### config.mk
export PLATFORM = sky130hd
export DESIGN_NAME = keypad_scan_debounce
export DESIGN_NICKNAME = d
export VERILOG_FILES = /design/src/rtl/keypad_pkg.sv /design/src/rtl/keypad_row_scanner.sv /design/src/rtl/keypad_scan_debounce.sv
export SDC_FILE = /design/constraint.sdc
export NUM_CORES = 1
export LEC_CHECK = 0
export CAP_MARGIN = 20
export CORE_ASPECT_RATIO = 1.2
export CORE_UTILIZATION = 55
export CTS_BUF_LIST = sky130_fd_sc_hd__clkbuf_4 sky130_fd_sc_hd__clkbuf_8
export CTS_CLUSTER_DIAMETER = 30
export DETAILED_ROUTE_END_ITERATION = 16
export GPL_TIMING_DRIVEN = 0
export PLACE_DENSITY = 0.83
export SETUP_SLACK_MARGIN = 0.5
export SLEW_MARGIN = 25
export SYNTH_ARGS = -nofsm -noshare
export SYNTH_HDL_FRONTEND = slang
export SYNTH_HIERARCHICAL = 1
export SYNTH_SLANG_ARGS = --single-unit
### constraint.sdc
create_clock -name clk -period 11.98 [get_ports clk]
set_clock_uncertainty 0.15 [all_clocks]
set_input_delay 1.797 -clock clk [delete_from_list [all_inputs] [get_ports clk]]
set_output_delay 1.797 -clock clk [all_outputs]
set_load 0.005 [all_outputs]
### src/rtl/keypad_pkg.sv
// keypad_pkg: shared types and constants for the 4x4 keypad scanner.
//   kp_state_t - debounce FSM states (SCAN, DEBOUNCE, HELD)
//   KEYMAP     - key index (row*4 + col) to hex code
//   popcount16 / lowest_key - snapshot helpers used at scan end
package keypad_pkg;

  localparam int unsigned NUM_ROWS = 4;
  localparam int unsigned NUM_COLS = 4;
  localparam int unsigned NUM_KEYS = NUM_ROWS * NUM_COLS;

  typedef enum logic [1:0] {
    SCAN     = 2'd0,
    DEBOUNCE = 2'd1,
    HELD     = 2'd2
  } kp_state_t;

  // Index 0 is the rightmost entry: row 0 reads "1 2 3 A", row 3 reads "E 0 F D".
  localparam logic [NUM_KEYS-1:0][3:0] KEYMAP = {
    4'hD, 4'hF, 4'h0, 4'hE,
    4'hC, 4'h9, 4'h8, 4'h7,
    4'hB, 4'h6, 4'h5, 4'h4,
    4'hA, 4'h3, 4'h2, 4'h1
  };

  function automatic logic [4:0] popcount16(input logic [NUM_KEYS-1:0] v);
    logic [4:0] c;
    c = '0;
    for (int unsigned i = 0; i < NUM_KEYS; i++) begin
      c = c + {4'b0000, v[i]};
    end
    return c;
  endfunction

  // Index of the lowest set bit; only meaningful when exactly one bit is set.
  function automatic logic [3:0] lowest_key(input logic [NUM_KEYS-1:0] v);
    logic [3:0] k;
    logic       found;
    k     = '0;
    found = 1'b0;
    for (int unsigned i = 0; i < NUM_KEYS; i++) begin
      if (v[i] && !found) begin
        k     = 4'(i);
        found = 1'b1;
      end
    end
    return k;
  endfunction

endpackage

### src/rtl/keypad_row_scanner.sv
// keypad_row_scanner: drives the keypad rows one at a time and assembles a
// 16-bit snapshot of pressed keys (bit row*4 + col, active-high).
//   clk, rst_n - clock, asynchronous active-low reset
//   ena        - low clears the scan position and snapshot, rows undriven
//   col_in     - raw active-low column inputs (asynchronous)
//   row_out    - active-low one-hot row drive (4'hF when idle)
//   snapshot   - latest row samples, complete when scan_done is high
//   scan_done  - one-cycle pulse after row 3 has been latched
module keypad_row_scanner
  import keypad_pkg::*;
#(
  parameter logic [15:0] SCAN_DIV = 16'd1000
) (
  input  logic                clk,
  input  logic                rst_n,
  input  logic                ena,
  input  logic [NUM_COLS-1:0] col_in,
  output logic [NUM_ROWS-1:0] row_out,
  output logic [NUM_KEYS-1:0] snapshot,
  output logic                scan_done
);

  localparam logic [1:0] LAST_ROW = 2'(NUM_ROWS - 1);

  logic [NUM_COLS-1:0] col_meta;
  logic [NUM_COLS-1:0] col_sync;
  logic [NUM_COLS-1:0] colp;
  logic [15:0]         dwell;
  logic [1:0]          row_idx;

  // Idle columns are pulled up, so the synchronizer resets to all-ones.
  always_ff @(posedge clk or negedge rst_n) begin
    if (!rst_n) begin
      col_meta <= '1;
      col_sync <= '1;
    end else begin
      col_meta <= col_in;
      col_sync <= col_meta;
    end
  end

  assign colp = ~col_sync;

  // row_out lags row_idx by one cycle and the synchronizer adds two more,
  // so sampling on the last dwell cycle sees this row's columns when
  // SCAN_DIV >= 4.
  always_ff @(posedge clk or negedge rst_n) begin
    if (!rst_n) begin
      dwell     <= '0;
      row_idx   <= '0;
      row_out   <= '1;
      snapshot  <= '0;
      scan_done <= 1'b0;
    end else if (!ena) begin
      dwell     <= '0;
      row_idx   <= '0;
      row_out   <= '1;
      snapshot  <= '0;
      scan_done <= 1'b0;
    end else begin
      row_out   <= ~(4'b0001 << row_idx);
      scan_done <= 1'b0;
      if (dwell == SCAN_DIV - 16'd1) begin
        dwell                            <= '0;
        snapshot[{row_idx, 2'b00} +: 4]  <= colp;
        row_idx                          <= row_idx + 2'd1;
        scan_done                        <= (row_idx == LAST_ROW);
      end else begin
        dwell <= dwell + 16'd1;
      end
    end
  end

endmodule

### src/rtl/keypad_scan_debounce.sv
// keypad_scan_debounce: 4x4 keypad scanner with press/release debouncing.
// Accepts a single key after DEBOUNCE_SCANS identical full scans, emits its
// hex code with a one-cycle valid strobe and holds off further reports until
// the keypad has been empty for DEBOUNCE_SCANS scans.
//   clk, rst_n - clock, asynchronous active-low reset
//   ena        - block enable; low pauses scanning and drops key_held
//   col_in     - keypad columns, active-low, asynchronous
//   row_out    - row drive, active-low one-hot
//   key_code   - hex code of the last accepted key
//   key_valid  - one-cycle pulse when key_code is updated
//   key_held   - high while the accepted key remains pressed
//   multi_key  - one-cycle pulse after any scan that saw more than one key
module keypad_scan_debounce
  import keypad_pkg::*;
#(
  parameter logic [15:0] SCAN_DIV       = 16'd1000,
  parameter logic [3:0]  DEBOUNCE_SCANS = 4'd4
) (
  input  logic                clk,
  input  logic                rst_n,
  input  logic                ena,
  input  logic [NUM_COLS-1:0] col_in,
  output logic [NUM_ROWS-1:0] row_out,
  output logic [3:0]          key_code,
  output logic                key_valid,
  output logic                key_held,
  output logic                multi_key
);

  logic [NUM_KEYS-1:0] snapshot;
  logic                scan_done;

  kp_state_t  state;
  logic [3:0] cand;
  logic [3:0] stable_cnt;
  logic [3:0] rel_cnt;

  logic [4:0] pc;
  logic [3:0] key_idx;
  logic       cand_only;
  logic       accept;
  logic [3:0] accept_idx;

  keypad_row_scanner #(
    .SCAN_DIV (SCAN_DIV)
  ) u_scanner (
    .clk       (clk),
    .rst_n     (rst_n),
    .ena       (ena),
    .col_in    (col_in),
    .row_out   (row_out),
    .snapshot  (snapshot),
    .scan_done (scan_done)
  );

  // Acceptance is shared between SCAN (single-scan debounce) and DEBOUNCE.
  always_comb begin
    pc         = popcount16(snapshot);
    key_idx    = lowest_key(snapshot);
    cand_only  = (snapshot == (16'd1 << cand));
    accept     = 1'b0;
    accept_idx = cand;
    if (scan_done) begin
      if (state == SCAN && pc == 5'd1 && DEBOUNCE_SCANS == 4'd1) begin
        accept     = 1'b1;
        accept_idx = key_idx;
      end else if (state == DEBOUNCE && cand_only &&
                   (stable_cnt + 4'd1) == DEBOUNCE_SCANS) begin
        accept     = 1'b1;
        accept_idx = cand;
      end
    end
  end

  always_ff @(posedge clk or negedge rst_n) begin
    if (!rst_n) begin
      state      <= SCAN;
      cand       <= '0;
      stable_cnt <= '0;
      rel_cnt    <= '0;
      key_code   <= '0;
      key_valid  <= 1'b0;
      key_held   <= 1'b0;
      multi_key  <= 1'b0;
    end else begin
      key_valid <= 1'b0;
      multi_key <= 1'b0;
      if (!ena) begin
        state      <= SCAN;
        stable_cnt <= '0;
        rel_cnt    <= '0;
        key_held   <= 1'b0;
      end else if (scan_done) begin
        multi_key <= (pc > 5'd1);
        if (accept) begin
          key_code   <= KEYMAP[accept_idx];
          key_valid  <= 1'b1;
          key_held   <= 1'b1;
          stable_cnt <= '0;
          rel_cnt    <= '0;
          state      <= HELD;
        end else begin
          case (state)
            SCAN: begin
              if (pc == 5'd1) begin
                cand       <= key_idx;
                stable_cnt <= 4'd1;
                state      <= DEBOUNCE;
              end
            end
            DEBOUNCE: begin
              if (cand_only) begin
                stable_cnt <= stable_cnt + 4'd1;
              end else begin
                stable_cnt <= '0;
                state      <= SCAN;
              end
            end
            HELD: begin
              // Any key activity, even a different key, restarts the release count.
              if (snapshot == '0) begin
                if ((rel_cnt + 4'd1) == DEBOUNCE_SCANS) begin
                  key_held <= 1'b0;
                  rel_cnt  <= '0;
                  state    <= SCAN;
                end else begin
                  rel_cnt <= rel_cnt + 4'd1;
                end
              end else begin
                rel_cnt <= '0;
              end
            end
            default: state <= SCAN;
          endcase
        end
      end
    end
  end

endmodule

==> Yosys cells after proc, flatten, opt, wreduce, memory -nomap -nowiden <==
Memories as Yosys holds them, arrays and structs flattened. A register that Yosys moved wholly into a read port is not among the register bits.
Index checks and enable logic that the tools add are counted.
{ "word_totals": {"register_bits": 64, "latchBits": 0, "ram_bits": 0, "rom_bits": 64, "input_bits": 7, "n_memories": 1} }
{ "op_classes": {"n_addsub": 20, "mul": 0, "div_mod_pow": 0, "n_lt_le_gt_ge": 1, "n_eq_ne": 18, "shifts": 4, "n_mux": 73, "bitwise_logic": 3, "reduce_logical": 41} }
{ "memory_table": {"columns": ["memory", "words", "width", "rd", "rd_clocked_by_memory_dff", "wr", "line_no", "source"], "rows": [
  ["(name not given)", 16, 4, 1, 1, 0, "keypad_scan_debounce.sv:96", "key_code <= KEYMAP[accept_idx];"]
]} }
{ "ops": {"columns": ["cell", "count"], "rows": [
  ["$mux 4", 25],
  ["$mux 16", 4],
  ["$add 5x1->5", 11],
  ["$mux 1", 31],
  ["$mux 2", 10],
  ["$logic_and 1x1->1", 17],
  ["$add 16x1->16 const B", 1],
  ["$bwmux 16", 1],
  ["$eq 16x10->1 const B", 1],
  ["$eq 16x16->1", 1],
  ["$logic_not 1->1", 16],
  ["$logic_not 16->1", 1],
  ["$shift 4x6->16 const A", 1],
  ["$shiftx 4x6->16", 1],
  ["$shl 1x4->16 const A", 1],
  ["$ne 4x4->1 const B", 3],
  ["$reduce_and 5->1", 2],
  ["$ne 3x1->1 const B", 3],
  ["$add 4x1->4 const B", 2],
  ["$eq 4x3->1 const B", 2],
  ["$not 4->4", 2],
  ["$pmux 4 s2", 1],
  ["$neg 4->6", 1],
  ["$pmux 2 s3", 1],
  ["18 further kinds", 21]
]} }

==> Logic depth before layout (Yosys ltp) <==
{ "logic_depth": {"depth_word": 46, "mapped_depth": 17, "mapped_depth_nobuf": 16} }

==> Hierarchy <==
Netlist, hierarchy kept.
{ "by_module_without_submodules": {"columns": ["mod", "instances", "cells_per_inst", "area_each_um2", "seq_area_each_um2"], "rows": [
  ["keypad_scan_debounce", 1, 274, 2303.5, 525.5],
  ["keypad_row_scanner", 1, 185, 2145.8, 1191.1]
]} }

==> Worst setup path after synthesis <==
Ideal clock, no wire load.
{ "synth_timing": {"path_kind": "flip-flop to flip-flop", "startpoint": "register u_scanner.snapshot[5]", "endpoint": "register cand[3]", "setup_ns": 0.095, "arrival_ns": 4.525, "required_ns": 11.735, "slack_ns": 7.210, "path_stages_with_launch": 16, "n_path_buf": 1, "path_cell_list": "dfrtp_1 > inv_1 > fa_1 > inv_1 > fa_1 > fa_1 > inv_1 > fa_1 > inv_1 > ha_1 > fa_1 > or3_1 > o31a_1 > or3_1 > clkbuf_1 > o31ai_1"} }
{ "synth_between": {"elab_chain_len": 32} }
{ "synth_lines": {"columns": ["element", "line_no", "source"], "rows": [
  ["start: declaration", "keypad_row_scanner.sv:19", "output logic [NUM_KEYS-1:0] snapshot,"],
  ["start signal: indexed assignment", "keypad_row_scanner.sv:65", "snapshot[{row_idx, 2'b00} +: 4] <= colp;"],
  ["parallel branches: the longest is 32 deep, another holds $add 5x1->5", null, null],
  ["end signal: assignment", "keypad_scan_debounce.sv:106", "cand <= key_idx;"],
  ["end: declaration", "keypad_scan_debounce.sv:34", "logic [3:0] cand;"]
]} }
Several ways; the timed one is not identified.
A chain may end at the register's enable or synchronous reset.

==> Final worst setup path <==
Same ends and word-level chain as after synthesis.

==> metrics.txt <==
power density cells=between 90 and 100 nW/µm²; Period minus WS final=about 5200 ps; Max stage delay on crit path=550 ps; CP Capture Type=flop; CP max stage cell=fa_1; Final ANT Viol Nets=0; RSZ-0062 raised after global routing=no; Synth cell types=63; Lkg Pwr=~2.2 nW; most common cell in the netlist=dfrtp_1; initial antenna violation count=0; first-pass GRT wire length=16800 µm; Post-CTS Setup Bufs=0; Synth async-reset ratio=1.00; total track usage=0.252; Nets=~530; # port buffers=17; crit-path max FO=8; hold_buf cts=0; share of the synthesized area in the top cell type=0.315; hold path depth=0; Post-synth top flop=dfrtp_1; largest net degree at the start of global routing=47; chip height=101 µm; Pre-antenna DRT Iters=11; fin. max-slew vios=0; Seq/Total Area, Yosys=0.386; status=complete, but fails checks; Area after DPL=4760 µm²; cts repair resizes=0; DRT iter0 DRCs=277; Post-synth EDFFs=0; worst r2r path cells=15; Syn Nets=497; worst endpoint required time=~12000 ps; CTS H-tree depth=3; Site Rows=35; count of final hold-check violations=0; Slew @ Worst Pin=549 ps; Antenna Cells=0; Max Cap Viol=0; post-synthesis cell area=4450 µm²; peak supply drop=86.9 µV; post-layout worst setup margin=6780 ps; Clock Latency Late Sink=360 ps; drt drc=2; CP cell instances=inv_1 -> fa_1 -> inv_1 -> fa_1 -> fa_1 -> inv_1 -> fa_1 -> inv_1 -> ha_1 -> fa_1 -> or3_1 -> o31a_1 -> or3_1 -> clkbuf_1 -> o31ai_1; TritonCTS clock tree=built; Post-Syn Instances=~460; Die Area=8450 µm²; via/cell ratio=6.07; vias in the first global route=roughly 3500; Clock Tree Buf Depth=2; number of CTS-inserted buffers=9; worst relative slew slack=0.631; Initial Util=0.574; violated checks=design-rule violations; RD Place Congestion=0.869; critical path arrival=5310 ps; Sink Count=68; period utilisation layout=0.434; Mean Syn Cell Area=9.69 µm²; Area contributors post-synth=dfrtp_1 (31%), dfstp_2 (7.1%), ha_1 (5.9%), fa_1 (4.5%), nand2_1 (3.4%); area leader, netlist=dfrtp_1; Routed WL=approximately 9500 µm; Core Region=7750 µm²; Overflow after GRT=0; clk slew on worst S/H paths=80 ps; area grow syn2layout=11.6%; Min-Delay Path Class=reg -> reg; via count=approximately 3600; Synth top cells by count=dfrtp_1 (56), nand2_1 (40), inv_1 (32), nor2_1 (32), ha_1 (21); io pins=18; critical path type=reg -> reg; fraction of layout cells with a size suffix above 1=0.142; Die W=between 80 and 90 µm; number of setup violations in the final report=0; Clock Root Buffer=clkbuf_8; dpl ws=roughly 6800 ps; setup TNS=0 ps; CP startpoint kind=flop; post-route cell area=approximately 5000 µm²; drt wl/cell=16.3 µm; Yosys reg bits=68; detailed placer's ending HPWL=6800 µm; Ys Warns=6; FMAX=0.192 GHz; cell mode on critical path=fa_1
==> critical path: cells and delay by family (launching register included) <==
kind                     cells  cell delay [ps]
adder cells (fa/ha/maj)      6             2670
AO/OA/AOI/OAI                2              610
AND/OR/NAND/NOR              2              750
buffers and inverters        5              430
flip-flops                   1              520
==> metal layers <==
metal	vias up	wire (µm)	part of all wire	global-route usage
met1	1710	4200	0.44	0.312
met2	113	4550	0.48	0.421
li1	1699	-	-	-
met5	-	0	0	0
met4	0	356	0.037	0.159
met3	31	402	0.042	0.0336
==> cell families after synthesis <==
logic type,after synthesis,share of synthesized area
buffers and inverters,54,0.0546
muxes,20,0.0503
xor gates and xnor gates,15,0.0295
AOI/OAI and AO/OA,77,0.120
DFF,68,0.386
and+or+nand+nor,194,0.256
adders and majority gates,31,0.104
==> state kept, by name (all words and copies together), names as in the netlist <==
register,flops
u_scanner/snapshot,16
stable_cnt,4
u_scanner/scan_done,1
u_scanner/col_meta,4
u_scanner/row_idx,2
key_valid,1
u_scanner/col_sync,4
u_scanner/row_out,4
rel_cnt,4
state,2
multi_key,1
key_code,4
cand,4
u_scanner/dwell,16
key_held,1
==> final timing paths <==
kind / startpoint / end / slack (ps)
max: u_scanner/snapshot[5] / cand[3] / 6780
min: u_scanner/col_meta[0] / u_scanner/col_sync[0] / 210
max reg2reg: u_scanner/snapshot[5] / cand[3] / 6780
min reg2reg: u_scanner/col_meta[0] / u_scanner/col_sync[0] / 210
max in group asynchronous: rst_n / u_scanner/row_out[1] / 9910
min in group asynchronous: rst_n / key_code[3] / 1180
==> cell type report <==
cell class              count  area, µm²
well taps                  92        115
flip-flops and latches     68       1720
inverters                  32        120
clock buffers              10        138
clock inverters             6       70.1
multi-input cells         337       2490
fillers                   618       2780
plain buffers              22        123
repair buffers             18        195
==> layout by cell type (no fill, tap or decap), drive strengths merged, types with 5 or more instances in the layout <==
cell,count
dfrtp,56
nand2,44
inv,35
nor2,32
clkbuf,22
ha,21
nand3,17
clkdlybuf4s50,16
o21ai,15
a21oi,14
mux2i,13
dfstp,12
buf,12
nand4,11
a31o,11
fa,10
nor4,10
nor4b,9
or2,9
nor3,8
xor2,8
o22ai,7
and3,7
xnor2,7
mux2,7
and2,6
nand2b,5
nand3b,5
o31ai,5
==> per-stage QoR <==
stage | std cells | util | hold slack (ps) | power (mW)
finish | 585 | 0.641 | 208 | 0.453
CTS | 585 | 0.641 | 209 | 0.458
global route | 585 | 0.641 | 212 | 0.471
detailed placement | 569 | 0.614 | 197 | 0.259
floorplan | 459 | - | 195 | 0.248
global placement | 568 | 0.611 | 197 | 0.258
==> report_power, final <==
part           internal [mW]  total (mW)  leakage (nW)  switching [mW]
clock                  0.104       0.198         0.104          0.0948
sequential             0.234       0.236         0.904         0.00272
combinational        0.00672      0.0185          1.20          0.0118
total                  0.344       0.453          2.21           0.109
(Power assumes the default switching activity.)
